--- config.mk ---
export PLATFORM = sky130hd
export DESIGN_NAME = pwm_gen
export DESIGN_NICKNAME = d
export VERILOG_FILES = /design/src/rtl/pwm_gen.sv
export SDC_FILE = /design/constraint.sdc
export NUM_CORES = 1
export LEC_CHECK = 0
export BUFFER_PORTS_ARGS = -buffer_cell sky130_fd_sc_hd__buf_2
export CORE_UTILIZATION = 38
export CTS_CLUSTER_DIAMETER = 80
export DETAILED_ROUTE_END_ITERATION = 7
export SETUP_SLACK_MARGIN = 0.05
export SLEW_MARGIN = 25
export SYNTH_ARGS = -nofsm -noshare
export SYNTH_HDL_FRONTEND = slang
export SYNTH_SLANG_ARGS = --single-unit
--- constraint.sdc ---
create_clock -name clk -period 2.8 [get_ports clk]
set_input_delay 0.56 -clock clk [delete_from_list [all_inputs] [get_ports clk]]
set_output_delay 0.56 -clock clk [all_outputs]
set_load 0.05 [all_outputs]
--- src/rtl/pwm_gen.sv ---
// Two-channel PWM generator driven by an external free-running counter; duty changes take effect only at counter wrap.
// Optional sticky period interrupt is built when PWM_GEN_IRQ_EN is defined.
module pwm_gen #(
    parameter int               WIDTH      = 8,
    parameter logic [WIDTH-1:0] RESET_DUTY = WIDTH'(8'h80),
    parameter logic             POLARITY   = 1'b1
) (
    input  logic             clk,
    input  logic             reset,
    input  logic [WIDTH-1:0] count,
    input  logic             enable,
    input  logic             duty_wr,
    input  logic             duty_sel,
    input  logic [WIDTH-1:0] duty_data,
    input  logic             irq_clr,
    output logic [1:0]       pwm,
    output logic             wrap,
    output logic             irq
);

    logic [WIDTH-1:0]       prev_count_q, prev_count_d;
    logic [1:0][WIDTH-1:0]  shadow_q, shadow_d;
    logic [1:0][WIDTH-1:0]  active_q, active_d;
    logic [1:0][WIDTH-1:0]  duty_eff;
    logic [1:0]             on;
    logic [1:0]             pwm_q, pwm_d;
    logic                   wrap_q, wrap_d;
    logic                   wrap_w;

    // Only a clean max->0 step counts as a wrap; an upstream reset to 0 mid-period does not.
    assign wrap_w = (prev_count_q == {WIDTH{1'b1}}) && (count == '0);

    always_comb begin
        prev_count_d = count;
        shadow_d     = shadow_q;
        if (duty_wr) begin
            shadow_d[duty_sel] = duty_data;
        end
        active_d = wrap_w ? shadow_q : active_q;
        duty_eff = '0;
        on       = '0;
        pwm_d    = '0;
        for (int n = 0; n < 2; n++) begin
            // Count 0 of a new period already compares against the promoted duty.
            duty_eff[n] = wrap_w ? shadow_q[n] : active_q[n];
            on[n]       = count < duty_eff[n];
            pwm_d[n]    = enable ? (on[n] ~^ POLARITY) : ~POLARITY;
        end
        wrap_d = wrap_w;
    end

    always_ff @(posedge clk) begin
        if (reset) begin
            prev_count_q <= '0;
            shadow_q     <= {2{RESET_DUTY}};
            active_q     <= {2{RESET_DUTY}};
            pwm_q        <= {2{~POLARITY}};
            wrap_q       <= 1'b0;
        end else begin
            prev_count_q <= prev_count_d;
            shadow_q     <= shadow_d;
            active_q     <= active_d;
            pwm_q        <= pwm_d;
            wrap_q       <= wrap_d;
        end
    end

    assign pwm  = pwm_q;
    assign wrap = wrap_q;

`ifdef PWM_GEN_IRQ_EN
    logic irq_q, irq_d;

    // Set has priority over clear so a wrap is never lost.
    always_comb begin
        irq_d = irq_q;
        if (irq_clr) begin
            irq_d = 1'b0;
        end
        if (wrap_w) begin
            irq_d = 1'b1;
        end
    end

    always_ff @(posedge clk) begin
        if (reset) begin
            irq_q <= 1'b0;
        end else begin
            irq_q <= irq_d;
        end
    end

    assign irq = irq_q;
`else
    logic unused_irq_clr;
    assign unused_irq_clr = irq_clr;
    assign irq            = 1'b0;
`endif

endmodule

## Yosys cells after proc, flatten, opt, wreduce, memory -nomap -nowiden

Index checks and enable logic that the tools add are counted.

| storage, ports and cells | value |
|---|---|
| flip-flop bits (word level) | 43 |
| input port bits | 22 |
| output and inout port bits | 4 |
| logic and storage cells | 22 |

| operators by class | value |
|---|---|
| $lt $le $gt $ge | 4 |
| equal/unequal tests | 1 |
| multiplexer cells | 5 |
| bitwise gates (word level) | 1 |
| reductions and logical operators | 4 |

Operators with widths:

| kind | number |
|---|---|
| 2-to-1 mux 8 bit | 3 |
| bitwise mux 16 bit | 1 |
| less-than comparator 8 bit | 2 |
| demux 8 bit (select 1 bit) | 1 |
| == test 8 bit, second input constant | 1 |
| logical NOT 8 bit | 1 |
| logical AND 1 bit | 2 |
| less-than comparator 1 x 2 -> 1 bit, second input constant | 1 |
| OR reduction 2 bit | 1 |
| >= comparator 1 bit, second input constant | 1 |
| NOT 1 bit | 1 |

## Longest topological paths before layout

| logic depth | value |
|---|---|
| depth after elaboration | 5 |
| depth in mapped cells | 10 |

## Worst setup path after synthesis

Ideal clock, no wire load.

| timing path | value |
|---|---|
| kind | input -> register |
| from | in count[4] |
| to | reg pwm_q[0], in the netlist pwm[0] |
| arrival | 2490 ps |
| data required time | 2717 ps |
| setup slack | 227 ps |
| cell stages on the path | 10 |
| buffers on the path | 2 |
| cells stage by stage | nor4b_2 > nand4_1 > buf_6 > buf_12 > mux2i_2 > ha_1 > and4_1 > a2111oi_1 > nand3b_1 > o221ai_1 |

| between the ends | value |
|---|---|
| word-level cells in the longest chain between the ends | 4 |

Ends and longest elaborated chain:

| item | line | source |
|---|---|---|
| start: declaration | 10 | `input logic [WIDTH-1:0] count,` |
| logical NOT 8 bit | 31 | `assign wrap_w = (prev_count_q == {WIDTH{1'b1}}) && (count == '0);` |
| logical AND 1 bit | 31 |  |
| 2-to-1 mux 8 bit | 45 | `duty_eff[n] = wrap_w ? shadow_q[n] : active_q[n];` |
| less-than comparator 8 bit (*) | 46 | `on[n] = count < duty_eff[n];` |
| end signal: assignment | 57 | `pwm_q <= {2{~POLARITY}};` |
| end signal: assignment | 63 | `pwm_q <= pwm_d;` |
| end: declaration | 26 | `logic [1:0] pwm_q, pwm_d;` |

Mark *: on every way between the ends. The rest lies on a longest branch, timed or not.
A chain may end at the register's enable or synchronous reset.

## Final worst setup path

| timing path | value |
|---|---|
| from | in count[4] |
| to | reg pwm_q[1], in the netlist pwm[1] |

The elaborated chain is that of the path after synthesis.

==> impl_metrics.tcl <==
set metrics [dict create \
    synth.area.mux_share_pct 10.4 \
    syn_nets 224 \
    die-height_um 72.2 \
    avgSynthCellArea_um2 9.96 \
    fin_ws_ps 328 \
    grt_max_degree 43 \
    grt_pass1_vias 1292 \
    final_common_cell "dfxtp_1" \
    synth-edff-count 0 \
    yosysWarnings 0 \
    grtUsageTotal_pct 16.1 \
    hpwl_mm 2.74 \
    core_area_um2 4720 \
    cp-start-kind "primary input" \
    ir_drop_mv 0.365 \
    nets 255 \
    port_buffers 23 \
    place.gp.congestion 0.744 \
    power.total_mw 1.17 \
    cts.clk_slew.worst_paths_ps 80 \
    die_w_um 72.2 \
    cp_top_family "compound AO/OA/AOI/OAI gates" \
    tightest_slew_ps 730 \
    slowest_delay_ps 380 \
    synth_ff_type "dfxtp_1" \
    crit_chain "buf_2 -> nor4b_2 -> nand4_1 -> buf_4 -> buf_4 -> mux2i_1 -> ha_1 -> a2111oi_0 -> a211oi_1 -> nor2b_1 -> a211oi_1" \
    synthCells 188 \
    place_area_um2 2090 \
    cts_resized 0 \
    yosysSeqAreaShare_pct 46.0 \
    row_count 25 \
    drv_cap 0 \
    synth-xor-area-share_pct 0 \
    netlist_area_um2 1870 \
    ant_nets 0 \
    dieArea_um2 5210 \
    grt.overflow.total 0 \
    wl_per_cell_um 12.9 \
    antenna_found_initial 0 \
    most-common-layout-cells "dfxtp_1 (43), nand2_1 (25), buf_2 (23)" \
    postCtsSetupBuffers 0 \
    clk_latency_ps 300 \
    final-max-slew-violation-count 0 \
    initial_core_util_pct 39.7 \
    path_buf_inv 3 \
    pre_cts_slack_ps 4.48 \
    clkSinkCount 43 \
    synth_adder_area_share_pct 9.35 \
    routed_wl_mm 3.70 \
    synth-compound-area-share_pct 10.4 \
    drt_iter0_drc 48 \
    fin_area_um2 2190 \
    drive_gt1_share_pct 24.5 \
    path_depth 11 \
    power_leakage_nw 0.935 \
    htreeDepth 2 \
    crit_type "in -> reg" \
    setup_viol 0 \
    drc 0 \
    ff2ff_path_depth 9 \
    synth.distinct_cells 33 \
    ios 26 \
    end_kind "register" \
    viasPerCell 4.72 \
    min_path_cells 2 \
    antenna_cells 0 \
    outcome "completed" \
    finalCriticalPeriod_ps 2470 \
    min_path_type "reg -> reg" \
    synth_top_family_by_area "simple AND/OR/NAND/NOR gates" \
    vias 1356 \
    clockBufferDepth 2 \
    dr.pass1.iters 4 \
    ys_ff_latch 43 \
    ctsHoldBuffers 0 \
    hold_violations 0 \
    area_growth_pct 17.0 \
    synthArstFlopShare_pct 0 \
    clock_skew_ps 7.55 \
    grt_pass1_wl_mm 6.17 \
    post-route-period-util_pct 88.3 \
    setup_tns_ps 0 \
    max_freq_mhz 404 \
    cp.required_ps 3010 \
    cpMaxStageDelayCell "a2111oi_0" \
    powerDensity_nw_per_um2 534 \
    whs_ps 470 \
    rsz0062_at_grt "no" \
    cts_buffers 5 \
    synth-simple-area-share_pct 19.8 \
    cts_root_buffer "clkbuf_8" \
    arrival_ps 2680 \
    slew_headroom_pct 51.4 \
    cts_tree "yes" \
    cp_max_fo 11 \
]
==> per-stage QoR <==
step	util, %	instances
floorplan	-	188
global placement	44.3	279
detailed placement	44.3	279
CTS	46.4	287
global route	46.4	287
finish	46.4	287
==> power breakdown <==
group	internal [mW]	leakage [nW]	switching, mW
logic	0.0467	0.537	0.0623
registers	0.630	0.351	0.00926
clock network	0.201	0.0474	0.220
total	0.878	0.935	0.292
==> cell families (layout without fill, tap and decap cells) <==
group	count (synthesis)	count (layout)
AND/OR/NAND/NOR	72	72
flip-flops	43	43
AO/OA/AOI/OAI	30	30
multiplexers	16	16
adder cells (fa/ha/maj)	14	14
buffers and inverters	12	44
other	1	1
==> worst reg2reg max path, delay by kind of cell, from the launching register on <==
kind,cells,cell delay [ps]
AOI/OAI and AO/OA,3,750
adders and majority gates,1,290
buffers and inverters,1,240
DFF,1,300
muxes,1,290
and+or+nand+nor,3,440
==> final cells by class <==
type                            count  area [um^2]
Tap cell                           67         83.8
Clock buffer                        6         82.6
Multi-Input combinational cell    133          938
Inverter                            1         3.75
Sequential cell                    43          861
Timing Repair Buffer               35          205
Fill cell                         450         2530
Clock inverter                      2         16.3
==> final timing paths <==
kind / start / end / slack (ps)
worst min register to register: shadow_q[10] / shadow_q[10] / 470
worst max register to register: prev_count_q[5] / pwm[1] / 410
worst min-delay path: shadow_q[10] / shadow_q[10] / 470
worst max-delay path: count[4] / pwm[1] / 330
==> metal layers <==
metal	routed length (um)	global-route usage, %	up-vias
met5	0	0	-
met4	83	8.50	0
met3	190	4.31	6
met2	1470	22.4	33
met1	1950	22.5	600
li1	-	-	717
==> cell usage after synthesis (all sizes together), types with 2 or more instances <==
library cell  instances  share of area, %
a2111oi               3               1.5
a211o                 2              0.94
a211oi                3               1.2
a21o                  3               1.2
a21oi                14               3.7
and4b                 2               1.1
buf                   4               2.3
clkbuf                7               1.4
dfxtp                43                46
ha                   14               9.4
mux2i                16                10
nand2                25               5.0
nand2b                4               1.3
nand3                 7               1.9
nand3b                2              0.80
nand4                 2              0.67
nor2                 15               3.0
nor2b                10               3.3
nor4b                 2               1.6
o21ai                 2              0.53
==> state kept, by name, summed over array words and instances (netlist names) <==
| signal | count |
|---|---|
| wrap | 1 |
| prev_count_q | 8 |
| shadow_q | 16 |
| active_q | 16 |
| pwm | 2 |
No activity file was read; power rests on OpenSTA's default activity.
